### src/rtl/sevenseg_pkg.sv
// Shared types and constants for the seven-segment scan driver.
// Segment vectors are ordered a..g with a in the MSB. They are active-low,
// so 0 lights a segment and SEG_BLANK turns every segment off.
package sevenseg_pkg;

    typedef logic [6:0] seg_t;

    localparam seg_t SEG_BLANK = 7'b1111111;

    localparam seg_t SEG_0 = 7'b0000001;
    localparam seg_t SEG_1 = 7'b1001111;
    localparam seg_t SEG_2 = 7'b0010010;
    localparam seg_t SEG_3 = 7'b0000110;
    localparam seg_t SEG_4 = 7'b1001100;
    localparam seg_t SEG_5 = 7'b0100100;
    localparam seg_t SEG_6 = 7'b0100000;
    localparam seg_t SEG_7 = 7'b0001111;
    localparam seg_t SEG_8 = 7'b0000000;
    localparam seg_t SEG_9 = 7'b0000100;

    localparam seg_t SEG_A = 7'b0001000;
    localparam seg_t SEG_B = 7'b1100000;
    localparam seg_t SEG_C = 7'b0110001;
    localparam seg_t SEG_D = 7'b1000010;
    localparam seg_t SEG_E = 7'b0110000;
    localparam seg_t SEG_F = 7'b0111000;

    typedef enum logic {
        ST_GUARD = 1'b0,
        ST_DRIVE = 1'b1
    } scan_state_t;

endpackage

### src/rtl/sevenseg_glyph_lut.sv
// Combinational lookup from a nibble to an active-low segment pattern.
// Optional feature macro: SEVENSEG_HEX_EN. When it is defined, nibbles 10..15
// show A b C d E F. When it is not defined, those nibbles are blank.
// Ports:
//   nibble : 4-bit digit value
//   seg    : segment pattern a..g, active-low
module sevenseg_glyph_lut
    import sevenseg_pkg::*;
(
    input  logic [3:0] nibble,
    output seg_t       seg
);

    always_comb begin
        seg = SEG_BLANK;
        case (nibble)
            4'd0: seg = SEG_0;
            4'd1: seg = SEG_1;
            4'd2: seg = SEG_2;
            4'd3: seg = SEG_3;
            4'd4: seg = SEG_4;
            4'd5: seg = SEG_5;
            4'd6: seg = SEG_6;
            4'd7: seg = SEG_7;
            4'd8: seg = SEG_8;
            4'd9: seg = SEG_9;
`ifdef SEVENSEG_HEX_EN
            4'd10: seg = SEG_A;
            4'd11: seg = SEG_B;
            4'd12: seg = SEG_C;
            4'd13: seg = SEG_D;
            4'd14: seg = SEG_E;
            4'd15: seg = SEG_F;
`else
            default: seg = SEG_BLANK;
`endif
        endcase
    end

endmodule

### src/rtl/sevenseg_scan_driver.sv
// Multiplexed seven-segment display driver.
// Each digit owns a slot of REFRESH_DIV clocks. The anodes are held off for
// the first GUARD_CYCLES clocks of every slot so that the digits do not ghost.
// A newly loaded value waits in a pending register and is committed only at
// the frame boundary, so a frame never shows a mix of old and new digits.
// Optional feature macro: SEVENSEG_HEX_EN (hex glyphs, see sevenseg_glyph_lut).
//
// state  | meaning
// GUARD  | slot counter < GUARD_CYCLES, all anodes off
// DRIVE  | current digit anode on and its glyph shown
//
// Ports:
//   clk, rst_n  : clock, async active-low reset
//   load_valid  : new display value offered
//   load_ready  : driver can accept a value
//   load_data   : one nibble per digit, nibble 0 is the rightmost digit
//   blank_lz    : blank leading zeros
//   disp_en     : when low, all anodes are off
//   seg_n       : segments a..g, active-low
//   an_n        : digit anodes, active-low
module sevenseg_scan_driver
    import sevenseg_pkg::*;
#(
    parameter int NUM_DIGITS   = 4,
    parameter int REFRESH_DIV  = 50000,
    parameter int GUARD_CYCLES = 2
) (
    input  logic                    clk,
    input  logic                    rst_n,
    input  logic                    load_valid,
    output logic                    load_ready,
    input  logic [4*NUM_DIGITS-1:0] load_data,
    input  logic                    blank_lz,
    input  logic                    disp_en,
    output logic [6:0]              seg_n,
    output logic [NUM_DIGITS-1:0]   an_n
);

    localparam int CNT_W = (REFRESH_DIV > 1) ? $clog2(REFRESH_DIV) : 1;
    localparam int IDX_W = (NUM_DIGITS > 1) ? $clog2(NUM_DIGITS) : 1;
    localparam logic [CNT_W-1:0] CNT_LAST  = CNT_W'(REFRESH_DIV - 1);
    localparam logic [CNT_W-1:0] CNT_GUARD = CNT_W'(GUARD_CYCLES);
    localparam logic [IDX_W-1:0] IDX_LAST  = IDX_W'(NUM_DIGITS - 1);

    logic [CNT_W-1:0]        slot_cnt, slot_nxt;
    logic [IDX_W-1:0]        idx, idx_nxt;
    logic                    frame_end;
    scan_state_t             state_q, state_nxt;
    logic [4*NUM_DIGITS-1:0] active_q, pend_q;
    logic                    pend_flag;
    logic [NUM_DIGITS:0]     zero_from;
    logic [3:0]              nib;
    logic                    lead_zero;
    seg_t                    glyph;
    seg_t                    seg_d;
    logic [NUM_DIGITS-1:0]   an_d;

    assign frame_end = (slot_cnt == CNT_LAST) && (idx == IDX_LAST);

    always_comb begin
        slot_nxt = slot_cnt + CNT_W'(1);
        idx_nxt  = idx;
        if (slot_cnt == CNT_LAST) begin
            slot_nxt = '0;
            idx_nxt  = (idx == IDX_LAST) ? '0 : idx + IDX_W'(1);
        end
    end

    always_ff @(posedge clk or negedge rst_n) begin
        if (!rst_n) begin
            slot_cnt <= '0;
            idx      <= '0;
        end else begin
            slot_cnt <= slot_nxt;
            idx      <= idx_nxt;
        end
    end

    // The accept and commit branches are mutually exclusive. load_ready is high
    // only when nothing is pending, and a commit needs a pending value.
    always_ff @(posedge clk or negedge rst_n) begin
        if (!rst_n) begin
            active_q   <= '0;
            pend_q     <= '0;
            pend_flag  <= 1'b0;
            load_ready <= 1'b1;
        end else if (load_valid && load_ready) begin
            pend_q     <= load_data;
            pend_flag  <= 1'b1;
            load_ready <= 1'b0;
        end else if (frame_end && pend_flag) begin
            active_q   <= pend_q;
            pend_flag  <= 1'b0;
            load_ready <= 1'b1;
        end
    end

    always_ff @(posedge clk or negedge rst_n) begin
        if (!rst_n) begin
            state_q <= (GUARD_CYCLES > 0) ? ST_GUARD : ST_DRIVE;
        end else begin
            state_q <= state_nxt;
        end
    end

    // The state tracks the slot counter, so it is derived from the counter's
    // next value and stays aligned with slot_cnt.
    always_comb begin
        state_nxt = (slot_nxt < CNT_GUARD) ? ST_GUARD : ST_DRIVE;
    end

    // zero_from[i] is set when nibble i and every nibble above it are zero.
    always_comb begin
        zero_from = '0;
        zero_from[NUM_DIGITS] = 1'b1;
        for (int i = NUM_DIGITS - 1; i >= 0; i--) begin
            zero_from[i] = (active_q[i*4 +: 4] == 4'h0) && zero_from[i+1];
        end
    end

    always_comb begin
        nib       = '0;
        lead_zero = 1'b0;
        for (int i = 0; i < NUM_DIGITS; i++) begin
            if (idx == IDX_W'(i)) begin
                nib       = active_q[i*4 +: 4];
                lead_zero = zero_from[i];
            end
        end
    end

    sevenseg_glyph_lut u_glyph (
        .nibble (nib),
        .seg    (glyph)
    );

    always_comb begin
        an_d  = '1;
        seg_d = SEG_BLANK;
        if (state_q == ST_DRIVE && disp_en) begin
            for (int i = 0; i < NUM_DIGITS; i++) begin
                if (idx == IDX_W'(i)) begin
                    an_d[i] = 1'b0;
                end
            end
            seg_d = (blank_lz && lead_zero && idx != '0) ? SEG_BLANK : glyph;
        end
    end

    always_ff @(posedge clk or negedge rst_n) begin
        if (!rst_n) begin
            seg_n <= SEG_BLANK;
            an_n  <= '1;
        end else begin
            seg_n <= seg_d;
            an_n  <= an_d;
        end
    end

endmodule
### config.mk
export PLATFORM = sky130hd
export DESIGN_NAME = sevenseg_scan_driver
export DESIGN_NICKNAME = d
export VERILOG_FILES = /design/src/rtl/sevenseg_pkg.sv /design/src/rtl/sevenseg_glyph_lut.sv /design/src/rtl/sevenseg_scan_driver.sv
export SDC_FILE = /design/constraint.sdc
export NUM_CORES = 1
export LEC_CHECK = 0
export CAP_MARGIN = 20
export CORE_ASPECT_RATIO = 0.5
export CORE_MARGIN = 5
export CORE_UTILIZATION = 26
export CTS_CLUSTER_DIAMETER = 200
export DETAILED_ROUTE_END_ITERATION = 8
export PLACE_DENSITY = 0.53
export SLEW_MARGIN = 20
export SYNTH_ARGS = -nofsm -noshare
export SYNTH_HDL_FRONTEND = slang
export SYNTH_SLANG_ARGS = --single-unit
### constraint.sdc
create_clock -name clk -period 4.14 [get_ports clk]
set_input_delay 0.828 -clock clk [delete_from_list [all_inputs] [get_ports clk]]
set_output_delay 0.828 -clock clk [all_outputs]
set_load 0.005 [all_outputs]
### Word-level counts from Yosys, hierarchy flattened

Memory sizes are Yosys's and may differ from the RTL's.
Index checks and enable logic that the tools add are counted.

* register bits: 64
* ROM bits: 112
* bits of input ports: 21
* output and inout bits: 12
* logic and storage cells: 57
* memories kept: 1

Memories
* (name not given): words 16, width 7, read ports 1, clocked after Yosys merged registers in 0, write ports 0, RTL line sevenseg_glyph_lut.sv:16 `case (nibble)`

* add/sub/neg operators: 2
* magnitude comparators: 1
* equality and inequality tests: 4
* mux-type cells: 22
* bitwise logic cells: 1
* reduce and logical (&&, ||, !) cells: 17

Operator list (number)
* $mux 4: 5
* $add 16x1->16 const B: 1
* $eq 16x16->1 const B: 1
* $logic_not 4->1: 4
* $lt 16x2->1 const B: 1
* $mux 16: 1
* $mux 7: 2
* $mux 1: 13
* $logic_and 1x1->1: 9
* $eq 2x2->1 const B: 2
* $reduce_bool 2->1: 2
* $add 2x1->2 const B: 1
* $eq 2x1->1 const B: 1
* $logic_not 2->1: 1
* $mux 2: 1
* $reduce_and 2->1: 1
* $not 1->1: 1

### Depth between registers and ports, before layout

Gate-level depths: netlist (run 1).

* depth in word-level cells: 12
* depth in mapped cells: 11

### Hierarchy

Synthesis (run 1) repeated with hierarchy kept, for this count alone.

* cell total of the unflattened synthesis: 265
* area total of the unflattened synthesis: 3022.9 um^2

By module, submodules not included
* sevenseg_scan_driver: times used 1, cells an instance 232, area each 2812.7 um^2
* sevenseg_glyph_lut: times used 1, cells an instance 33, area each 210.2 um^2

### Worst setup path after synthesis (run 1)

Ideal clock, no wire load.

* kind: register to register
* from: reg slot_cnt[0]
* to: reg active_q[10]
* data arrival time: 2289 ps
* slack: 1726 ps
* stages on the path, launching flop included: 8
* buffers on the path: 1
* cells stage by stage: dfrtp_1 -> ha_1 -> nand3_2 -> or4_4 -> nor4_4 -> nand4_4 -> buf_6 -> mux2_4

* longest elaborated chain between the ends: 4

Ends and longest elaborated chain
* start, declared: RTL line sevenseg_scan_driver.sv:45 `logic [CNT_W-1:0] slot_cnt, slot_nxt;`
* start signal, assigned: RTL line sevenseg_scan_driver.sv:74 `slot_cnt <= slot_nxt;`
* $eq 16x16->1: RTL line sevenseg_scan_driver.sv:58 `assign frame_end = (slot_cnt == CNT_LAST) && (idx == IDX_LAST);`
* $logic_and 1x1->1: RTL line sevenseg_scan_driver.sv:58
* $logic_and 1x1->1: RTL line sevenseg_scan_driver.sv:91 `end else if (frame_end && pend_flag) begin`
* $reduce_and 2->1 (no line)
* end signal, assigned: RTL line sevenseg_scan_driver.sv:92 `active_q <= pend_q;`
* end, declared: RTL line sevenseg_scan_driver.sv:49 `logic [4*NUM_DIGITS-1:0] active_q, pend_q;`

Every way passes these cells.
A chain may end at the register's enable or synchronous reset.

### Worst setup path in the final report (run 1)

* from: reg slot_cnt[0]
* to: reg active_q[12]

Same word-level chain as after synthesis.

==> results of run 1 <==
==> per-stage QoR <==
stage	worst slack (ns)	hold WS (ns)	utilization	instances	power (uW)
CTS	1.53	0.489	0.337	471	1580
detailed placement	1.25	0.483	0.308	455	728
finish	1.58	0.485	0.337	471	1560
global route	1.41	0.510	0.337	471	1620
global placement	1.34	0.458	0.308	455	726
floorplan	1.73	0.447	-	265	681
==> kinds of logic after synthesis <==
logic type / share of synthesized area
AND/OR/NAND/NOR: 0.150
AO/OA/AOI/OAI: 0.0893
XOR/XNOR: 0.0364
multiplexers: 0.136
buffers and inverters: 0.0264
adder cells (fa/ha/maj): 0.0441
flip-flops: 0.517
==> placed cells by master, fill, tap and decap left out, types with 2 or more instances in the layout <==
cell type / n
xnor2_1: 5
and2_1: 5
clkdlybuf4s50_1: 31
a21oi_1: 7
nor4_1: 5
nand3b_1: 7
mux2i_1: 2
a221o_1: 2
nor3_1: 5
inv_1: 11
ha_1: 11
mux2_2: 24
and4_1: 2
and3_1: 2
nand2_1: 16
o21ai_0: 11
buf_4: 3
nand2b_1: 2
a21o_1: 7
bufinv_16: 2
or2_2: 5
xor2_1: 8
nand3_1: 5
dfstp_2: 12
nand4_1: 4
nor2_1: 16
a221oi_1: 2
clkbuf_16: 9
clkbuf_8: 4
dfrtp_1: 52
mux2_4: 9
==> worst min-delay path by stage <==
| stage | endpoint | depth (start not counted) | slack, ns | startpoint |
|---|---|---|---|---|
| floorplan | slot_cnt[0]$_DFF_PN0_ | 1 | 0.45 | slot_cnt[0]$_DFF_PN0_ |
| global placement | slot_cnt[0]$_DFF_PN0_ | 1 | 0.46 | slot_cnt[0]$_DFF_PN0_ |
| detailed placement | slot_cnt[0]$_DFF_PN0_ | 1 | 0.48 | slot_cnt[0]$_DFF_PN0_ |
| CTS | slot_cnt[0]$_DFF_PN0_ | 1 | 0.49 | slot_cnt[0]$_DFF_PN0_ |
| global route | pend_q[4]$_DFFE_PN0P_ | 1 | 0.51 | pend_q[4]$_DFFE_PN0P_ |
| finish | slot_cnt[7]$_DFF_PN0_ | 1 | 0.49 | rst_n |
==> per-layer routing <==
layer	wire [um]	GRT usage
met4	42	0.0272
met5	0	0
met3	325	0.0411
met1	2790	0.115
met2	2940	0.145
==> power by group through the flow <==
stage | sequential, uW | combinational [uW] | clock [uW]
floorplan | 664 | 17.1 | 0
global placement | 668 | 58.3 | 0
detailed placement | 668 | 60.0 | 0
CTS | 657 | 60.3 | 867
global route | 659 | 66.2 | 900
finish | 657 | 58.5 | 842
==> area by class of cell <==
cell class                 count  area, um2  share of cell area
sequential                    64       1620               0.408
multi-input combinational    181       1430               0.359
timing repair buffer          34        333              0.0839
clock buffer                  14        284              0.0716
tap                          165        206              0.0521
clock inverter                 2       60.1              0.0151
inverter                      11       41.3              0.0104
==> sequential cells by signal, summed over array words and instances, names as in the netlist <==
signal / count
active_q: 16
an_n: 4
idx: 2
load_ready: 1
pend_flag: 1
pend_q: 16
seg_n: 7
slot_cnt: 16
state_q: 1
==> worst max-delay path: cells and delay by family (launching register included) <==
kind	cells	cell delay [ns]
adder cells (fa/ha/maj)	1	0.25
flip-flops	1	0.38
multiplexers	1	0.42
AND/OR/NAND/NOR	4	1.39
==> run_results.csv, run 1 <==
group,metric,value,unit
synthesis,yosysTopAreaCell,"dfrtp_1",
power_and_ir_drop,power_density,393,nW/um2
synthesis,synth_fp_nets,297,
timing,slew_headroom,0.496,
timing,fin_crit,2.56,ns
clock_network,cts.clk_slew.worst_paths,0.05,ns
timing,post-route-period-util,0.620,
global_route,grt_max_degree,45,
placement,placed_cell_area,3620,um2
timing,tightest_slew,0.754,ns
global_route,grt_pass1_vias,2121,
clock_network,clock_sinks,64,
clock_network,cts_tree,"yes",
setup_path,r2r_cells,6,
die,core,11800,um2
die,fp.dieW,165,um
setup_path,slowest_delay,0.53,ns
synthesis,syn_area,3120,um2
placement,gp_congestion,0.824,
synthesis,yosysWarnings,0,
timing,slew_violations,0,
synthesis,synthArstFlopShare,1.00,
routing,vias,2072,
synthesis,ys_types,48,
timing,fin_skew,0.00727,ns
synthesis,yosysSeqAreaShare,0.517,
global_route,antenna_found_initial,0,
clock_network,clock_tree.root_cell,"clkbuf_16",
clock_network,numCtsBuffers,9,
setup_path,worstPathArrival,2.77,ns
cells_and_area,fin_area,3970,um2
setup_path,slowest_stage,"or4_4",
die,die_area,14400,um2
setup_path,cp.required,4.35,ns
routing,ant_nets,0,
synthesis,yosys.area.top_type_share,0.416,
power_and_ir_drop,p_leak,0.00179,uW
die,initial_core_util,0.265,
clock_network,clock_path_buffers,2,
cells_and_area,diodes,0,
synthesis,yosys-top-cells-count,"dfrtp_1 (52), mux2_2 (24), nand2_1 (16), nor2_1 (16), dfstp_2 (12)",
timing,setup_viol,0,
power_and_ir_drop,p_int,1280,uW
routing,drt-wirelength-per-cell,13.0,um
timing,clock.fmax,390,MHz
routing,routed_wl,6100,um
setup_path,critPathLaunch,"slot_cnt[0]$_DFF_PN0_",
setup_path,worstSetupStartpointType,"register",
routing,remaining_drc_errors,0,
synthesis,synthFlopType,"dfrtp_1",
setup_path,rr_startpoint,"slot_cnt[0]$_DFF_PN0_",
timing,setup_tns,0,ns
routing,drt-vias-per-instance,4.40,
synthesis,yosysMostFrequentCell,"dfrtp_1",
flow_run,timing.max_cap.violations,0,
die,boundaryPins,33,
synthesis,avgSynthCellArea,11.8,um2
cells_and_area,drive_above_1_share,0.239,
synthesis,synth_edf_count,0,
clock_network,post_cts_buffers,0,
setup_path,cp_cell_sequence,"ha_1, nand3_2, or4_4, nor4_4, nand4_4, mux2_4",
timing,rsz0062_at_grt,"no",
worst_hold_path,min_path_type,"in2async",
synthesis,synthTopCellsByArea,"dfrtp_1 (42%), dfstp_2 (10%), mux2_2 (8.7%), ha_1 (4.4%), mux2_4 (4.3%)",
placement,portBuffers,32,
routing,drt_iter0_drc,98,
power_and_ir_drop,seq_power_share,0.422,
clock_network,htree_levels,3,
clock_network,cts_resized,0,
global_route,grt-ovfl-total,0,
setup_path,worst-setup-path-type,"reg2reg",
clock_network,clk_latency,0.33,ns
placement,hpwl,4580,um
power_and_ir_drop,clockPowerShare,0.541,
power_and_ir_drop,power_frac_comb,0.038,
power_and_ir_drop,sw_frac_of_total,0.181,
setup_path,cp-end-kind,"register",
cells_and_area,synthToLayoutAreaGrowth,27.0,%
clock_network,ctsHoldBuffers,0,
setup_path,reg2reg_slack,1.58,ns
die,fp.dieH,87.5,um
global_route,grt_pass1_wl,10400,um
synthesis,ys_ff_latch,64,
power_and_ir_drop,ir_drop,171,uV
cells_and_area,n_fill_cell,1190,
synthesis,synth_cells,265,
die,rows,28,
setup_path,crit_end,"active_q[12]$_DFFE_PN0P_",
setup_path,cp_max_fo,17,
timing,final-hold-violation-count,0,
global_route,grt_usage,0.0923,
power_and_ir_drop,switching_power,283,uW
status,status,"complete, no violations",
cells_and_area,final_nets,333,
setup_path,reg2reg_to,"active_q[12]$_DFFE_PN0P_",
routing,drtPass1Iterations,5,
Power figures use the tool's default switching activity.
==> inputs of run 2 (changes only) <==
- PLACE_DENSITY: 0.53 -> 0.54
- clock period: 4.14 -> 2.2 ns (I/O delays scaled with it)
==> run_results.csv, run 2 (same netlist as run 1, synthesis figures left out) <==
group,metric,value,unit
power_and_ir_drop,power_density,665,nW/um2
cells_and_area,synthToLayoutAreaGrowth,33.4,%
clock_network,cts.clk_slew.worst_paths,0.05,ns
global_route,grt-ovfl-total,0,
setup_path,reg2reg_slack,0.10,ns
global_route,antenna_found_initial,0,
power_and_ir_drop,p_leak,0.00187,uW
timing,final-hold-violation-count,0,
clock_network,clock_tree.root_cell,"clkbuf_16",
placement,placed_cells,473,
global_route,grt_pass1_vias,2311,
die,fp.dieW,165,um
setup_path,worst-setup-path-type,"reg2reg",
clock_network,post_cts_buffers,0,
cells_and_area,diodes,0,
setup_path,worstPathArrival,2.31,ns
status,status,"complete, no violations",
placement,gp_congestion,0.812,
cells_and_area,stdcell_count,489,
clock_network,clock_sinks,64,
timing,fin_crit,2.10,ns
clock_network,clk_latency,0.32,ns
global_route,grt-busiest-layer,"met2",
placement,hpwl,4660,um
power_and_ir_drop,ir_drop,304,uV
setup_path,slowest_stage,"or4_4",
timing,clock.fmax,476,MHz
placement,portBuffers,32,
global_route,use_met1,0.118,
setup_path,critical-path-top-delay-family,"simple AND/OR/NAND/NOR gates",
die,rows,28,
setup_path,cp.required,2.41,ns
die,initial_core_util,0.265,
cells_and_area,layout_commonest_cell,"dfrtp_1",
clock_network,numCtsBuffers,9,
setup_path,critPathLaunch,"slot_cnt[1]$_DFF_PN0_",
clock_network,htree_levels,3,
global_route,grt_pass1_wl,11200,um
setup_path,cp_cell_sequence,"ha_4, nand3_4, or4_4, nor4_4, nand4_4, buf_4, mux2_4",
routing,routed_wl,6390,um
global_route,grt_use_met2,0.164,
timing,setup_tns,0,ns
setup_path,cp-end-kind,"register",
timing,post-route-period-util,0.954,
die,core,11800,um2
die,boundaryPins,33,
setup_path,rr_startpoint,"slot_cnt[1]$_DFF_PN0_",
setup_path,cp_max_fo,8,
timing,rsz0062_at_grt,"no",
global_route,globalRouteMet3Util,0.0411,
die,die_area,14400,um2
routing,ant_nets,0,
timing,slew_headroom,0.735,
timing,fin_skew,0.00404,ns
worst_hold_path,min_path_type,"in2async",
clock_network,clock_path_buffers,2,
setup_path,worstSetupStartpointType,"register",
timing,slew_violations,0,
routing,vias,2129,
flow_run,timing.max_cap.violations,0,
routing,drtPass1Iterations,4,
global_route,grt_max_degree,65,
routing,drt-vias-per-instance,4.35,
global_route,grt_usage,0.0984,
timing,tightest_slew,0.392,ns
cells_and_area,layout_common_cells,"dfrtp_1 (51), clkdlybuf4s50_1 (31), mux2_2 (24), buf_4 (19), nand2_1 (16)",
setup_path,slowest_delay,0.43,ns
die,fp.dieH,87.5,um
setup_path,crit_end,"active_q[10]$_DFFE_PN0P_",
cells_and_area,reg.largest.list,"active_q: 16 flops, pend_q: 16 flops, slot_cnt: 16 flops",
routing,drt_iter0_drc,129,
setup_path,crit_buf_inv,1,
routing,remaining_drc_errors,0,
setup_path,reg2reg_to,"active_q[10]$_DFFE_PN0P_",
clock_network,ctsHoldBuffers,0,
routing,drt-wirelength-per-cell,13.1,um
timing,setup_viol,0,
clock_network,cts_tree,"yes",
cells_and_area,final_nets,351,
setup_path,crit_cells,7,
cells_and_area,drive_above_1_share,0.327,
setup_path,r2r_cells,7,
## run 2: cell type report
class | instances | area, um2
Fill cell | 1163 | 7600
Clock buffer | 11 | 253
Inverter | 11 | 41.3
Multi-Input combinational cell | 181 | 1520
Clock inverter | 5 | 55.1
Timing Repair Buffer | 52 | 478
Tap cell | 165 | 206
Sequential cell | 64 | 1620
## run 2: routing by layer
metal | wire [um] | vias up
met5 | 0 | -
met4 | 68 | 0
met3 | 274 | 8
met2 | 3100 | 22
met1 | 2950 | 1034
li1 | - | 1065
## run 2: worst min-delay path by stage
stage                     start  depth (start not counted)                 endpoint  slack (ns)
after CTS                 rst_n                          2    slot_cnt[4]$_DFF_PN0_        0.13
after floorplan           rst_n                          0  active_q[0]$_DFFE_PN0P_        0.14
after global routing      rst_n                          2    slot_cnt[2]$_DFF_PN0_        0.15
final                     rst_n                          2    slot_cnt[4]$_DFF_PN0_        0.11
after detailed placement  rst_n                          2    slot_cnt[6]$_DFF_PN0_        0.48
after global placement    rst_n                          2    slot_cnt[6]$_DFF_PN0_        0.47
## run 2: worst register-to-register path, cell delays in order (launching register included)
cell     delay, ns
dfrtp_1       0.41
ha_4          0.17
nand3_4       0.06
or4_4         0.43
nor4_4        0.30
nand4_4       0.13
buf_4         0.20
mux2_4        0.30
## run 2: timing repair
| item | CTS | global route |
|---|---|---|
| endpoints found under the setup margin | 4 | 22 |
| pin swaps | 0 | 1 |
| gates resized for setup | 2 | 14 |
| cloned | 0 | 0 |
| hold endpoints to repair | 0 | 0 |
## run 2: power breakdown
part | leakage, uW | total (uW) | internal, uW | switching (uW)
Combinational | 0.000909 | 113 | 70.0 | 43.5
Clock | 0.000148 | 1420 | 933 | 489
Sequential | 0.000815 | 1240 | 1220 | 17.6
Total | 0.00187 | 2770 | 2220 | 550
## run 2: stage by stage
stage,utilization,instance area (um2),hold slack [ns],worst slack [ns],power (uW)
5_1_grt,0.354,4170,0.152,0.00638,2900
3_3_place_gp,0.322,3790,0.470,0.0310,1370
2_1_floorplan,-,3150,0.144,-0.117,1280
6_report,0.354,4170,0.108,0.101,2770
3_5_place_dp,0.322,3790,0.480,-0.0176,1370
4_1_cts,0.349,4110,0.129,0.0360,2820
==> inputs of run 3 (changes only) <==
- ABC_AREA: default -> 1
==> run_results.csv, run 3 <==
group,metric,value,unit
clock_network,post_cts_buffers,0,
power_and_ir_drop,ir_drop,335,uV
timing,setup_viol,0,
synthesis,ys_types,29,
die,core,12600,um2
setup_path,cp-end-kind,"register",
timing,slew_violations,0,
clock_network,clock_tree.root_cell,"clkbuf_16",
timing,tightest_slew,0.470,ns
routing,routed_wl,7210,um
setup_path,cp.required,2.42,ns
placement,gp_congestion,0.933,
status,status,"complete, no violations",
timing,setup_tns,0,ns
synthesis,synthTopCellsByArea,"dfrtp_1 (39%), nand2_1 (10%), dfstp_2 (9.4%), inv_1 (8.2%), mux2_2 (5.4%)",
global_route,grt_max_degree,65,
setup_path,worstPathArrival,2.13,ns
die,boundaryPins,33,
synthesis,yosysSeqAreaShare,0.484,
synthesis,synth_cells,398,
routing,remaining_drc_errors,0,
timing,slew_headroom,0.687,
synthesis,ys_ff_latch,64,
power_and_ir_drop,switching_power,524,uW
setup_path,cp_max_fo,6,
global_route,grt_pass1_vias,2541,
setup_path,reg2reg_to,"seg_n[3]$_DFF_PN1_",
timing,final-hold-violation-count,0,
global_route,grt_usage,0.101,
die,fp.dieH,90.1,um
placement,placed_cell_area,3860,um2
clock_network,cts_tree,"yes",
timing,fin_skew,0.00500,ns
power_and_ir_drop,sw_frac_of_total,0.202,
routing,drt_iter0_drc,149,
cells_and_area,final_nets,471,
setup_path,r2r_cells,11,
placement,hpwl,5380,um
routing,drt-vias-per-instance,4.12,
timing,rsz0062_at_grt,"no",
cells_and_area,n_fill_cell,1331,
power_and_ir_drop,fin_total_pwr,2600,uW
routing,drt-wirelength-per-cell,11.8,um
synthesis,yosys-top-cells-count,"nand2_1 (93), inv_1 (73), dfrtp_1 (52), nand3_1 (33), nor2_1 (26)",
cells_and_area,layout_commonest_cell,"nand2_1",
clock_network,clock_path_buffers,2,
clock_network,clock_sinks,64,
die,die_area,15300,um2
timing,clock.fmax,525,MHz
cells_and_area,multiInputGateArea,1370,um2
power_and_ir_drop,seq_power_share,0.469,
worst_hold_path,min_path_type,"in2async",
synthesis,synth_fp_nets,430,
global_route,grt-ovfl-total,0,
cells_and_area,synthToLayoutAreaGrowth,23.8,%
power_and_ir_drop,clockPowerShare,0.495,
cells_and_area,reg.largest.list,"active_q: 16 flops, pend_q: 16 flops, slot_cnt: 16 flops",
cells_and_area,seqCellArea,1620,um2
setup_path,worst-setup-path-type,"reg2reg",
routing,ant_nets,0,
clock_network,ctsHoldBuffers,0,
synthesis,yosysTopAreaCell,"dfrtp_1",
clock_network,numCtsBuffers,9,
cells_and_area,layout_common_cells,"nand2_1 (93), inv_1 (72), dfrtp_1 (52), nand3_1 (33), clkdlybuf4s50_1 (31)",
power_and_ir_drop,p_int,2080,uW
global_route,antenna_found_initial,0,
routing,drtPass1Iterations,4,
setup_path,rr_startpoint,"idx[0]$_DFFE_PN0N_",
timing,post-route-period-util,0.866,
placement,portBuffers,32,
synthesis,yosys.area.top_type_share,0.390,
cells_and_area,fin_area,4140,um2
synthesis,yosysMostFrequentCell,"nand2_1",
timing,fin_crit,1.91,ns
global_route,grt_pass1_wl,12400,um
die,initial_core_util,0.264,
setup_path,worstSetupStartpointType,"register",
die,fp.dieW,170,um
routing,vias,2528,
synthesis,synthArstFlopShare,1.00,
clock_network,htree_levels,3,
clock_network,clk_latency,0.32,ns
cells_and_area,diodes,0,
synthesis,syn_area,3340,um2
flow_run,timing.max_cap.violations,0,
die,rows,29,
power_and_ir_drop,p_leak,0.00204,uW
synthesis,synth_edf_count,0,
synthesis,yosysWarnings,0,
synthesis,synthFlopType,"dfrtp_1",
power_and_ir_drop,power_density,629,nW/um2
cells_and_area,drive_above_1_share,0.169,
synthesis,avgSynthCellArea,8.39,um2
setup_path,reg2reg_slack,0.29,ns
clock_network,cts.clk_slew.worst_paths,0.05,ns
power_and_ir_drop,power_frac_comb,0.036,
run 3: changes by cell type after synthesis, moves of 6 or more:
cell / change
nand3_1: +28
nand2_1: +77
a21o_1: -7
mux2_4: -9
nand3b_1: -6
clkbuf_1: -7
nor2_1: +10
mux2_2: -8
inv_2: +8
xor2_1: -8
o21ai_1: +16
inv_1: +62
run 3: logic make-up after synthesis:
family                   count (synthesis)  share of synthesized area
adder cells (fa/ha/maj)                 11                     0.0412
buffers and inverters                   88                      0.108
flip-flops                              64                      0.484
AND/OR/NAND/NOR                        177                      0.244
multiplexers                            16                     0.0540
AO/OA/AOI/OAI                           42                     0.0686
run 3: how the worst max path moves through the flow:
stage,start,endpoint,cells after the start
2_1_floorplan,idx[1]$_DFFE_PN0N_,seg_n[3]$_DFF_PN1_,12
3_3_place_gp,idx[1]$_DFFE_PN0N_,seg_n[3]$_DFF_PN1_,12
3_5_place_dp,idx[1]$_DFFE_PN0N_,seg_n[3]$_DFF_PN1_,12
4_1_cts,idx[1]$_DFFE_PN0N_,seg_n[3]$_DFF_PN1_,12
5_1_grt,idx[0]$_DFFE_PN0N_,seg_n[6]$_DFF_PN1_,12
6_report,idx[0]$_DFFE_PN0N_,seg_n[3]$_DFF_PN1_,11
run 3: power by group through the flow:
stage	Sequential, uW	Combinational, uW	Clock [uW]
4_1_cts	1220	97.1	1330
3_5_place_dp	1240	96.7	0
5_1_grt	1220	104	1380
2_1_floorplan	1240	25.1	0
6_report	1220	92.5	1290
3_3_place_gp	1240	95.0	0
run 3: worst max-delay path, stage by stage, from the launching register on:
cell and delay (ns):
dfrtp_1 0.40, inv_1 0.11, ha_1 0.28, nand3_1 0.10, o21ai_0 0.09, nand2_1 0.08
nand2_1 0.08, o21ai_2 0.09, ha_1 0.29, nand3_1 0.10, nand3_1 0.11, nand3_1 0.08
run 3: through the flow:
step,setup WS (ns),utilization,hold slack [ns],cells
after CTS,0.0926,0.327,0.130,613
after global placement,0.161,0.306,0.455,598
after global routing,0.0723,0.327,0.139,613
final,0.294,0.327,0.114,613
after floorplan,0.332,-,0.144,398
after detailed placement,0.104,0.306,0.458,598
run 3: timing repair:
| action | CTS | global route |
|---|---|---|
| gates resized for setup | 0 | 5 |
| endpoints found under the hold margin | 0 | 0 |
| setup endpoints to repair | 0 | 7 |
run 3: cell type report:
| cell class | count | area share |
|---|---|---|
| multi-input combinational | 246 | 0.331 |
| clock buffer | 14 | 0.0638 |
| clock inverter | 1 | 0.00121 |
| inverter | 82 | 0.0747 |
| timing repair buffer | 36 | 0.0865 |
| tap | 170 | 0.0514 |
| sequential | 64 | 0.391 |
run 3: routing by layer:
layer / track usage / wire (um) / part of all wire / vias to the layer above
li1: - / - / - / 1322
met3: 0.0355 / 298 / 0.041 / 6
met1: 0.131 / 3500 / 0.49 / 1159
met5: 0 / 0 / 0 / -
met4: 0.0319 / 65 / 0.0090 / 0
met2: 0.160 / 3340 / 0.46 / 41
